File: src/rtl/fc_sequencer_pkg.sv
// Shared sizes, state encoding and helpers for the final FC layer sequencer.
package cnn_fc_pkg;
  localparam int INPUT_NUM  = 48;
  localparam int OUTPUT_NUM = 10;
  localparam int LANES      = 3;
  localparam int DATA_BITS  = 8;
  localparam int IN_BITS    = 12;
  localparam int ACC_BITS   = 20;

  // Buffered samples carry two extra sign bits so the MAC sees 8x14 products.
  localparam int BUF_BITS   = IN_BITS + 2;
  localparam int BEATS      = INPUT_NUM / LANES;
  localparam int OUT_MSB    = 18;
  localparam int OUT_LSB    = 7;
  localparam int OUT_BITS   = OUT_MSB - OUT_LSB + 1;

  localparam int WADDR_BITS = 9;
  localparam int BADDR_BITS = 4;
  localparam int STEP_BITS  = 6;
  localparam int BEAT_BITS  = 4;
  localparam int OIDX_BITS  = 4;

  typedef enum logic [1:0] {LOAD, MAC, OUT} fc_state_e;

  // First weight of class o in the flattened o*48+i ROM layout.
  function automatic logic [WADDR_BITS-1:0] row_base(input logic [OIDX_BITS-1:0] o);
    return WADDR_BITS'(o) * WADDR_BITS'(INPUT_NUM);
  endfunction
endpackage

File: src/rtl/fc_sequencer_if.sv
// Lane input, weight/bias ROM and score output signals of the FC sequencer.
interface fc_sequencer_if;
  import cnn_fc_pkg::*;

  logic                  valid_in;
  logic                  in_ready;
  logic [IN_BITS-1:0]    data_in_1;
  logic [IN_BITS-1:0]    data_in_2;
  logic [IN_BITS-1:0]    data_in_3;
  logic [WADDR_BITS-1:0] w_addr;
  logic [DATA_BITS-1:0]  w_data;
  logic [BADDR_BITS-1:0] b_addr;
  logic [DATA_BITS-1:0]  b_data;
  logic [OUT_BITS-1:0]   data_out;
  logic                  valid_out;
  logic                  out_ready;
  logic [OIDX_BITS-1:0]  out_idx;
  logic                  last_out;

  // Sequencer side.
  modport slave (
    input  valid_in, data_in_1, data_in_2, data_in_3, w_data, b_data, out_ready,
    output in_ready, w_addr, b_addr, data_out, valid_out, out_idx, last_out
  );

  // Upstream / ROM / downstream side.
  modport master (
    output valid_in, data_in_1, data_in_2, data_in_3, w_data, b_data, out_ready,
    input  in_ready, w_addr, b_addr, data_out, valid_out, out_idx, last_out
  );
endinterface

File: src/rtl/fc_sequencer_mac.sv
// Shared signed 8x14 multiply-accumulate with clear and bias injection.
// The accumulator wraps at ACC_BITS; its next value is exported so the
// sequencer can capture the final score on the same edge it completes.
module fc_mac
  import cnn_fc_pkg::*;
(
  input  logic                        clk,
  input  logic                        clr_i,
  input  logic                        en_i,
  input  logic                        bias_en_i,
  input  logic signed [DATA_BITS-1:0] w_i,
  input  logic signed [DATA_BITS-1:0] b_i,
  input  logic signed [BUF_BITS-1:0]  x_i,
  output logic signed [ACC_BITS-1:0]  acc_d_o
);
  logic signed [DATA_BITS+BUF_BITS-1:0] prod;
  logic signed [ACC_BITS-1:0]           prod_w;
  logic signed [ACC_BITS-1:0]           bias_w;
  logic signed [ACC_BITS-1:0]           acc_q;
  logic signed [ACC_BITS-1:0]           acc_d;

  // Next accumulator value: clear, or add product (plus bias on the first term).
  always_comb begin
    prod   = w_i * x_i;
    prod_w = prod[ACC_BITS-1:0];
    bias_w = ACC_BITS'(b_i);
    acc_d  = acc_q;
    if (clr_i)
      acc_d = '0;
    else if (en_i)
      acc_d = acc_q + prod_w + (bias_en_i ? bias_w : '0);
  end

  // Accumulator register; always cleared before use, so no reset needed.
  always_ff @(posedge clk)
    acc_q <= acc_d;

  assign acc_d_o = acc_d;
endmodule

File: src/rtl/fc_sequencer.sv
// Final FC layer controller: buffers 16 three-lane beats, then runs one
// shared MAC over the weight/bias ROM for each of the 10 classes and hands
// the scores out one at a time on valid/ready.
module fc_sequencer
  import cnn_fc_pkg::*;
(
  input  logic            clk,
  input  logic            rst,
  fc_sequencer_if.slave   bus
);
  localparam logic [STEP_BITS-1:0] STEP_END  = STEP_BITS'(INPUT_NUM);
  localparam logic [STEP_BITS-1:0] STEP_WEND = STEP_BITS'(INPUT_NUM - 1);
  localparam logic [BEAT_BITS-1:0] BEAT_END  = BEAT_BITS'(BEATS - 1);
  localparam logic [OIDX_BITS-1:0] O_LAST    = OIDX_BITS'(OUTPUT_NUM - 1);

  fc_state_e               state_q;
  logic [BEAT_BITS-1:0]    beat_q;
  logic [STEP_BITS-1:0]    step_q;
  logic [OIDX_BITS-1:0]    o_q;
  logic                    in_ready_q;
  logic                    valid_out_q;
  logic                    last_q;
  logic [OUT_BITS-1:0]     data_out_q;
  logic [WADDR_BITS-1:0]   w_addr_q;
  logic [BADDR_BITS-1:0]   b_addr_q;

  logic signed [BUF_BITS-1:0] buf_q [INPUT_NUM];
  logic signed [IN_BITS-1:0]  lane_x [LANES];

  logic                       load_fire;
  logic [STEP_BITS-1:0]       rd_idx;
  logic                       mac_clr, mac_en, mac_bias;
  logic signed [ACC_BITS-1:0] acc_d;

  // Lane view of the input bus and MAC step decode.
  always_comb begin
    lane_x[0] = signed'(bus.data_in_1);
    lane_x[1] = signed'(bus.data_in_2);
    lane_x[2] = signed'(bus.data_in_3);
    load_fire = (state_q == LOAD) && bus.valid_in && in_ready_q;
    // Step c multiplies buffer[c-1]; step 0 only clears.
    rd_idx    = (step_q == '0) ? '0 : step_q - STEP_BITS'(1);
    mac_clr   = (state_q == MAC) && (step_q == '0);
    mac_en    = (state_q == MAC) && (step_q != '0);
    mac_bias  = (step_q == STEP_BITS'(1));
  end

  // Sample buffer: lane k of beat b lands at entry k*16+b, sign-extended.
  always_ff @(posedge clk)
    if (load_fire)
      for (int k = 0; k < LANES; k++)
        buf_q[{2'(k), beat_q}] <= BUF_BITS'(lane_x[k]);

  fc_mac u_mac (
    .clk       (clk),
    .clr_i     (mac_clr),
    .en_i      (mac_en),
    .bias_en_i (mac_bias),
    .w_i       (signed'(bus.w_data)),
    .b_i       (signed'(bus.b_data)),
    .x_i       (buf_q[rd_idx]),
    .acc_d_o   (acc_d)
  );

  // Sequencer FSM with registered handshake, address and score outputs.
  // Addresses are loaded on entry to MAC so ROM data lines up with step c.
  always_ff @(posedge clk or posedge rst) begin
    if (rst) begin
      state_q     <= LOAD;
      beat_q      <= '0;
      step_q      <= '0;
      o_q         <= '0;
      in_ready_q  <= 1'b1;
      valid_out_q <= 1'b0;
      last_q      <= 1'b0;
      data_out_q  <= '0;
      w_addr_q    <= '0;
      b_addr_q    <= '0;
    end else begin
      case (state_q)
        LOAD: begin
          if (load_fire) begin
            if (beat_q == BEAT_END) begin
              beat_q     <= '0;
              o_q        <= '0;
              step_q     <= '0;
              w_addr_q   <= row_base('0);
              b_addr_q   <= '0;
              in_ready_q <= 1'b0;
              state_q    <= MAC;
            end else begin
              beat_q <= beat_q + BEAT_BITS'(1);
            end
          end
        end
        MAC: begin
          if (step_q == STEP_END) begin
            step_q      <= '0;
            valid_out_q <= 1'b1;
            last_q      <= (o_q == O_LAST);
            data_out_q  <= acc_d[OUT_MSB:OUT_LSB];
            state_q     <= OUT;
          end else begin
            step_q <= step_q + STEP_BITS'(1);
            // Hold the address at o*48+47 through the final step.
            if (step_q < STEP_WEND)
              w_addr_q <= w_addr_q + WADDR_BITS'(1);
          end
        end
        OUT: begin
          if (bus.out_ready) begin
            valid_out_q <= 1'b0;
            last_q      <= 1'b0;
            if (o_q == O_LAST) begin
              in_ready_q <= 1'b1;
              state_q    <= LOAD;
            end else begin
              o_q      <= o_q + OIDX_BITS'(1);
              w_addr_q <= row_base(o_q + OIDX_BITS'(1));
              b_addr_q <= BADDR_BITS'(o_q + OIDX_BITS'(1));
              state_q  <= MAC;
            end
          end
        end
        default: state_q <= LOAD;
      endcase
    end
  end

  assign bus.in_ready  = in_ready_q;
  assign bus.valid_out = valid_out_q;
  assign bus.last_out  = last_q;
  assign bus.data_out  = data_out_q;
  assign bus.out_idx   = o_q;
  assign bus.w_addr    = w_addr_q;
  assign bus.b_addr    = b_addr_q;
endmodule

File: src/flat_wrapper.sv
// flat-port wrapper written by rule: the top's interface ports become plain ports
module fc_sequencer_flat import cnn_fc_pkg::*;
  (clk, rst, bus_valid_in, bus_data_in_1, bus_data_in_2, bus_data_in_3, bus_w_data, bus_b_data, bus_out_ready, bus_in_ready, bus_w_addr, bus_b_addr, bus_data_out, bus_valid_out, bus_out_idx, bus_last_out);
  fc_sequencer_if bus_i ();
  input  logic clk;
  input  logic rst;
  input wire logic [$bits(bus_i.valid_in)-1:0] bus_valid_in;
  input wire logic [$bits(bus_i.data_in_1)-1:0] bus_data_in_1;
  input wire logic [$bits(bus_i.data_in_2)-1:0] bus_data_in_2;
  input wire logic [$bits(bus_i.data_in_3)-1:0] bus_data_in_3;
  input wire logic [$bits(bus_i.w_data)-1:0] bus_w_data;
  input wire logic [$bits(bus_i.b_data)-1:0] bus_b_data;
  input wire logic [$bits(bus_i.out_ready)-1:0] bus_out_ready;
  output wire logic [$bits(bus_i.in_ready)-1:0] bus_in_ready;
  output wire logic [$bits(bus_i.w_addr)-1:0] bus_w_addr;
  output wire logic [$bits(bus_i.b_addr)-1:0] bus_b_addr;
  output wire logic [$bits(bus_i.data_out)-1:0] bus_data_out;
  output wire logic [$bits(bus_i.valid_out)-1:0] bus_valid_out;
  output wire logic [$bits(bus_i.out_idx)-1:0] bus_out_idx;
  output wire logic [$bits(bus_i.last_out)-1:0] bus_last_out;
  assign bus_i.valid_in = bus_valid_in;
  assign bus_i.data_in_1 = bus_data_in_1;
  assign bus_i.data_in_2 = bus_data_in_2;
  assign bus_i.data_in_3 = bus_data_in_3;
  assign bus_i.w_data = bus_w_data;
  assign bus_i.b_data = bus_b_data;
  assign bus_i.out_ready = bus_out_ready;
  assign bus_in_ready = bus_i.in_ready;
  assign bus_w_addr = bus_i.w_addr;
  assign bus_b_addr = bus_i.b_addr;
  assign bus_data_out = bus_i.data_out;
  assign bus_valid_out = bus_i.valid_out;
  assign bus_out_idx = bus_i.out_idx;
  assign bus_last_out = bus_i.last_out;
  fc_sequencer u_core (.clk(clk), .rst(rst), .bus(bus_i));
endmodule
File: config.mk
export PLATFORM = sky130hd
export DESIGN_NAME = fc_sequencer_flat
export DESIGN_NICKNAME = d
export VERILOG_FILES = /design/src/rtl/fc_sequencer_pkg.sv /design/src/rtl/fc_sequencer_if.sv /design/src/rtl/fc_sequencer_mac.sv /design/src/rtl/fc_sequencer.sv /design/src/flat_wrapper.sv
export SDC_FILE = /design/constraint.sdc
export NUM_CORES = 1
export LEC_CHECK = 0
export ABC_AREA = 1
export ABC_CLOCK_PERIOD_IN_PS = 9000
export CORE_MARGIN = 10
export CORE_UTILIZATION = 30
export DETAILED_ROUTE_END_ITERATION = 6
export HOLD_SLACK_MARGIN = 0.05
export PLACE_DENSITY_LB_ADDON = 0.25
export SETUP_SLACK_MARGIN = 0.3
export SYNTH_ARGS = -nofsm -noshare
export SYNTH_HDL_FRONTEND = slang
export SYNTH_HIERARCHICAL = 1
export SYNTH_SLANG_ARGS = --single-unit
File: constraint.sdc
create_clock -name clk -period 9 [get_ports clk]
set_input_delay 2.7 -clock clk [delete_from_list [all_inputs] [get_ports clk]]
set_output_delay 2.7 -clock clk [all_outputs]
set_load 0.02 [all_outputs]
==> results of run 1 <==
[per-layer routing]
metal	vias to the layer above	GRT usage
met1	10750	0.1941
met5	-	0
met4	12	0.04904
met3	138	0.02514
li1	10380	-
met2	499	0.2415
[sequential cells by signal (all words and copies together), names as in the netlist]
register              count
u_core/bus.in_ready       1
u_core/state_q            2
u_core/bus.last_out       1
u_core/bus.valid_out      1
u_core/step_q             6
u_core/u_mac/acc_q       19
u_core/buf_q            576
u_core/bus.w_addr         9
u_core/bus.data_out      12
u_core/bus.b_addr         4
u_core/beat_q             4
[where the power goes]
group,internal [mW],switching (mW),leakage [nW],total (mW)
sequential,3.22,0,5.71,3.22
combinational,0.287,0.481,7.99,0.768
clock,1.58,1.20,1.07,2.78
total,5.08,1.68,14.8,6.76
[cells in the final DEF, fill, tap and decap left out, types with 44 or more instances in the layout]
cell type	count
clkdlybuf4s50_1	87
nand3b_1	61
nor2_1	192
or2_2	77
buf_4	44
clkbuf_16	75
inv_1	447
nand3_1	482
fa_1	115
edfxtp_1	576
ha_1	66
nand2_1	560
o21ai_0	86
[worst max-delay path, delay by kind of cell (launching register included)]
kind            cells  cell delay, ns
flops               1            0.44
fa+ha+maj           7            3.30
buf+inv             6            1.02
simple gates       14            2.74
compound gates      3            0.43
[cell type report]
type                            count  area (um2)  area share
Inverter                          453        1709     0.04631
Tap cell                         1403        1755     0.04757
Clock buffer                       97        1969     0.05336
Sequential cell                   635       18680      0.5062
Multi-Input combinational cell   1834       11200      0.3035
Antenna cell                        2       5.005   0.0001356
Timing Repair Buffer              139        1361     0.03689
Clock inverter                     31       222.7    0.006035
[final timing paths]
| kind | endpoint | slack (ns) | cells after the start | start |
|---|---|---|---|---|
| setup / recovery | u_core/bus.data_out[10]$_DFFE_PP0N_ | 0.91 | 30 | u_core/step_q[0]$_DFFE_PP0P_ |
| hold / removal | u_core/bus.data_out[5]$_DFFE_PP0N_ | 0.47 | 2 | u_core/bus.data_out[5]$_DFFE_PP0N_ |
| setup reg to reg | u_core/bus.data_out[10]$_DFFE_PP0N_ | 0.91 | 30 | u_core/step_q[0]$_DFFE_PP0P_ |
| hold reg to reg | u_core/bus.data_out[5]$_DFFE_PP0N_ | 0.47 | 2 | u_core/bus.data_out[5]$_DFFE_PP0N_ |
| max in group asynchronous | u_core/step_q[0]$_DFFE_PP0P_ | 5.72 | 2 | rst |
| min in group asynchronous | u_core/bus.data_out[2]$_DFFE_PP0N_ | 2.60 | 2 | rst |
[metrics by stage]
step | cell area (um2) | hold WS [ns]
finish | 36910 | 0.4679
global route | 36900 | 0.5170
CTS | 36900 | 0.4775
detailed placement | 34710 | 0.4618
global placement | 34710 | 0.4612
floorplan | 32330 | 0.4694
[what timing repair did]
| item | CTS | global route |
|---|---|---|
| hold endpoints to repair | 0 | 0 |
| resized for setup | 0 | 1 |
| setup endpoints to repair | 0 | 1 |
==> reports/qor.tcl, run 1 <==
set qor(area_growth_syn_to_layout_pct) 14.14
set qor(vdd_ir_drop_max_v) 0.0001235
set qor(number_of_buffers_added_on_ports) 87
set qor(nFillCells) 10720
set qor(worst-endpoint-arrival_ns) 8.60
set qor(met3RoutedLength_um) 4723
set qor(route.layer.met1.wl_um) 40320
set qor(postRouteWirelength_um) 90050
set qor(finalWorstSetupSlack_ns) 0.9134
set qor(worst_setup_path_end_kind) {flip-flop}
set qor(place.gp.congestion) 0.7803
set qor(cts_root_buffer) {clkbuf_16}
set qor(cp_slowest_cell) {fa_1}
set qor(grt_setup_unrepaired) {false}
set qor(tritoncts_num_sinks) 635
set qor(timing.max_cap.violations) 0
set qor(post-route-period-util) 0.8985
set qor(place_hpwl_um) 52640
set qor(drtIter0Drc) 1643
set qor(timing.setup.critical_path_class) {flip-flop to flip-flop}
set qor(place_ws_ns) 0.8313
set qor(fin_skew_ns) 0.02137
set qor(drc) 0
set qor(max_slew.worst_pin.slew_ns) 1.135
set qor(ant_nets) 0
set qor(initial_core_util) 0.3020
set qor(critPathRequiredTime_ns) 9.52
set qor(setup_viol_count_final) 0
set qor(path_clk_slew_ns) 0.06
set qor(syn-instance-count) 3098
set qor(highest_layer) {met5}
set qor(max-slew-margin-rel) 0.2415
set qor(power.static_leakage_nw) 14.77
set qor(proportion_of_layout_cells_with_a_drive_suffix_above_1) 0.08529
set qor(worst_skew_pair.late_latency_ns) 0.63
set qor(grt-ovfl-total) 0
set qor(first_global_vias) 21390
set qor(cts_tree) {built}
set qor(grt_start_max_net_pins) 141
set qor(grt_first_pass_wirelength_um) 136500
set qor(utilization) 0.3447
set qor(slew_violations) 0
set qor(core-area_mm2) 0.1071
set qor(path_common_cell) {nand2_1}
set qor(clock_tree.buffer_depth) 3
set qor(syn-cell-area_mm2) 0.03233
set qor(timing.final.hold_violations) 0
set qor(pwr_density_cell_mw_per_mm2) 183.2
set qor(dr_total_vias) 21780
set qor(cts-hold-fix-buffers) 0
set qor(cp_max_fo) 90
set qor(routed_via_density) 4.741
set qor(floorplan.io_pins) 88
set qor(stdcell_count) 4594
set qor(htreeDepth) 3
set qor(timing.critical_path.slowest_cell_delay_ns) 0.54
set qor(wl_met2_um) 42460
set qor(avgRoutedWirePerCell_um) 19.60
set qor(cts.repair_timing.setup_buffer_count) 0
set qor(floorplan.die.height_um) 348.3
set qor(hp-class) {flip-flop to flip-flop}
set qor(timing_limited_maximum_frequency_ghz) 0.1237
set qor(cts_made_buffers) 74
set qor(status) {completed}
set qor(track_usage) 0.1466
set qor(die_w_um) 348.3
set qor(critPathLaunchType) {flip-flop}
set qor(antenna_violations_before_repair) 8
set qor(min_period_ns) 8.087
set qor(std_cell_rows) 120
set qor(num-nets-final) 3374
set qor(design_power_total_mw) 6.762
set qor(postSynthAreaPerCell_um2) 10.44
set qor(ys.warnings.count) 6
set qor(dp.cells) 4464
set qor(synth_fp_nets) 3335
set qor(detailedRoute.firstPassIterationCount) 5
set qor(design.die.area_mm2) 0.1213
set qor(timing.setup.tns_ns) 0
Power figures use the tool's default switching activity.
==> inputs of run 2 (changes only) <==
--- a/config.mk
+++ b/config.mk
@@ -9,7 +9,9 @@
 export ABC_CLOCK_PERIOD_IN_PS = 9000
 export CORE_MARGIN = 10
 export CORE_UTILIZATION = 30
+export CTS_BUF_LIST = sky130_fd_sc_hd__clkbuf_4
 export DETAILED_ROUTE_END_ITERATION = 6
+export GPL_ROUTABILITY_DRIVEN = 1
 export HOLD_SLACK_MARGIN = 0.05
 export PLACE_DENSITY_LB_ADDON = 0.25
 export SETUP_SLACK_MARGIN = 0.3
==> run 2 against run 1 <==
Largest cell class unchanged. Worst setup slack improved by 0.034 ns. Combinational power barely moved. Clock skew increased by 0.034 ns. First-iteration DRC count fell by 6.3%. Fmax increased by 0.42%. Clock-buffer cell count is 170 higher. Sequential share of layout area barely moved. Via count up 3.1%.
==> reports/qor.tcl, run 2 (same netlist as run 1, synthesis figures left out) <==
set qor(first_global_vias) 22320
set qor(hold_depth) 2
set qor(timing.final.hold_violations) 0
set qor(timing.critical_path.slowest_cell_delay_ns) 0.54
set qor(place.gp.congestion) 0.7803
set qor(place_ws_ns) 0.8313
set qor(max-slew-margin-rel) 0.2606
set qor(hp-class) {flip-flop to flip-flop}
set qor(timing.setup.critical_path_class) {flip-flop to flip-flop}
set qor(worst-r2r-cell-count) 30
set qor(regToRegEndpoint) {u_core/bus.data_out[10]$_DFFE_PP0N_}
set qor(worst_setup_path_end_kind) {flip-flop}
set qor(track_usage) 0.1491
set qor(fin_skew_ns) 0.05550
set qor(num-nets-final) 3474
set qor(floorplan.die.height_um) 348.3
set qor(post-route-period-util) 0.8947
set qor(min_period_ns) 8.053
set qor(cts_tree) {built}
set qor(status) {completed}
set qor(utilization) 0.3450
set qor(initial_core_util) 0.3020
set qor(register_to_register_setup_slack_ns) 0.95
set qor(cts_made_buffers) 174
set qor(cts-hold-fix-buffers) 0
set qor(timing.max_cap.violations) 0
set qor(top_register) {u_core/buf_q}
set qor(timing_limited_maximum_frequency_ghz) 0.1242
set qor(antenna_violations_before_repair) 10
set qor(grt-ovfl-total) 0
set qor(critPathLaunchType) {flip-flop}
set qor(clock_tree.buffer_depth) 3
set qor(grt_setup_unrepaired) {false}
set qor(slew_violations) 0
set qor(area_growth_syn_to_layout_pct) 14.21
set qor(dp.cells) 4464
set qor(floorplan.io_pins) 88
set qor(worst_skew_pair.late_latency_ns) 1.03
set qor(htreeDepth) 4
set qor(ant_nets) 0
set qor(worst-endpoint-arrival_ns) 8.98
set qor(detailedRoute.firstPassIterationCount) 5
set qor(setup_viol_count_final) 0
set qor(power.static_leakage_nw) 15.03
set qor(finalWorstSetupSlack_ns) 0.9475
set qor(path_common_cell) {nand2_1}
set qor(dr_total_vias) 22450
set qor(die_w_um) 348.3
set qor(mostFrequentLayoutCells) {edfxtp_1 (576), nand2_1 (560), nand3_1 (482)}
set qor(number_of_buffers_added_on_ports) 87
set qor(design.die.area_mm2) 0.1213
set qor(grt_start_max_net_pins) 141
set qor(cts_root_buffer) {clkbuf_4}
set qor(proportion_of_layout_cells_with_a_drive_suffix_above_1) 0.1359
set qor(avgRoutedWirePerCell_um) 19.01
set qor(drtIter0Drc) 1540
set qor(timing.setup.tns_ns) 0
set qor(pwr_density_cell_mw_per_mm2) 178.4
set qor(path_clk_slew_ns) 0.06
set qor(whs_endpoint) {u_core/bus.data_out[5]$_DFFE_PP0N_}
set qor(tritoncts_num_sinks) 635
set qor(cp_slowest_cell) {fa_1}
set qor(max_slew.worst_pin.slew_ns) 1.106
set qor(worstHoldStart) {u_core/bus.data_out[5]$_DFFE_PP0N_}
set qor(layout.cells.most_common) {edfxtp_1}
set qor(routed_via_density) 4.708
set qor(core-area_mm2) 0.1071
set qor(vdd_ir_drop_max_v) 0.00007147
set qor(std_cell_rows) 120
set qor(grt_first_pass_wirelength_um) 138300
set qor(largest_reg_flops) 576
set qor(timing.rr.start) {u_core/step_q[0]$_DFFE_PP0P_}
set qor(worst_hold_slack_ns) 0.4720
set qor(place_hpwl_um) 52640
set qor(postRouteWirelength_um) 90650
set qor(cp_max_fo) 90
set qor(drc) 0
set qor(stdcell_count) 4768
set qor(critPathRequiredTime_ns) 9.92
[run 2: power by group]
group	total (mW)	leakage (nW)	switching (mW)	internal, mW
logic	0.768	7.99	0.481	0.287
registers	3.21	5.71	0	3.21
clock network	2.61	1.33	1.21	1.40
total	6.59	15.0	1.69	4.90
[run 2: layout make-up]
class,count,area [um2]
Antenna cell,3,7.507
Clock buffer,267,2004
Clock inverter,34,209.0
Fill cell,10830,70120
Inverter,453,1709
Multi-Input combinational cell,1834,11200
Sequential cell,635,18680
Tap cell,1403,1755
Timing Repair Buffer,139,1361
[run 2: worst max path at each step]
stage                            startpoint                                   to  slack, ns  cells after the start
5_1_grt        u_core/step_q[0]$_DFFE_PP0P_   u_core/bus.data_out[9]$_DFFE_PP0N_       0.38                     35
4_1_cts        u_core/step_q[0]$_DFFE_PP0P_   u_core/bus.data_out[9]$_DFFE_PP0N_       0.91                     32
2_1_floorplan                 bus_w_data[7]  u_core/bus.data_out[11]$_DFFE_PP0N_       1.70                     24
3_5_place_dp                  bus_w_data[0]  u_core/bus.data_out[11]$_DFFE_PP0N_       0.83                     21
6_report       u_core/step_q[0]$_DFFE_PP0P_  u_core/bus.data_out[10]$_DFFE_PP0N_       0.95                     30
3_3_place_gp                  bus_w_data[0]  u_core/bus.data_out[10]$_DFFE_PP0N_       0.83                     21
[run 2: repair_timing]
action                                 CTS  global route
endpoints found under the hold margin    0             0
setup buffers                            0             0
setup endpoints to repair                0             1
gates resized for setup                  0             1
[run 2: layer usage]
layer | vias to the layer above | GRT usage | part of all wire
li1 | 10700 | - | -
met1 | 11030 | 0.1930 | 0.45
met2 | 544 | 0.2438 | 0.48
met3 | 171 | 0.03221 | 0.052
met4 | 12 | 0.05418 | 0.026
met5 | - | 0 | 0.00099
[run 2: through the flow]
step,total power [mW],cell area [um2]
after floorplan,3.850,32330
after global placement,4.059,34710
after detailed placement,4.057,34710
after CTS,6.699,36920
after global routing,6.984,36930
final,6.588,36930
[run 2: critical path: cells and delay by family (launching register included)]
kind	cells	cell delay [ns]
buffers and inverters	6	1.00
adder cells (fa/ha/maj)	7	3.30
AND/OR/NAND/NOR	14	2.71
AO/OA/AOI/OAI	3	0.42
flip-flops	1	0.44
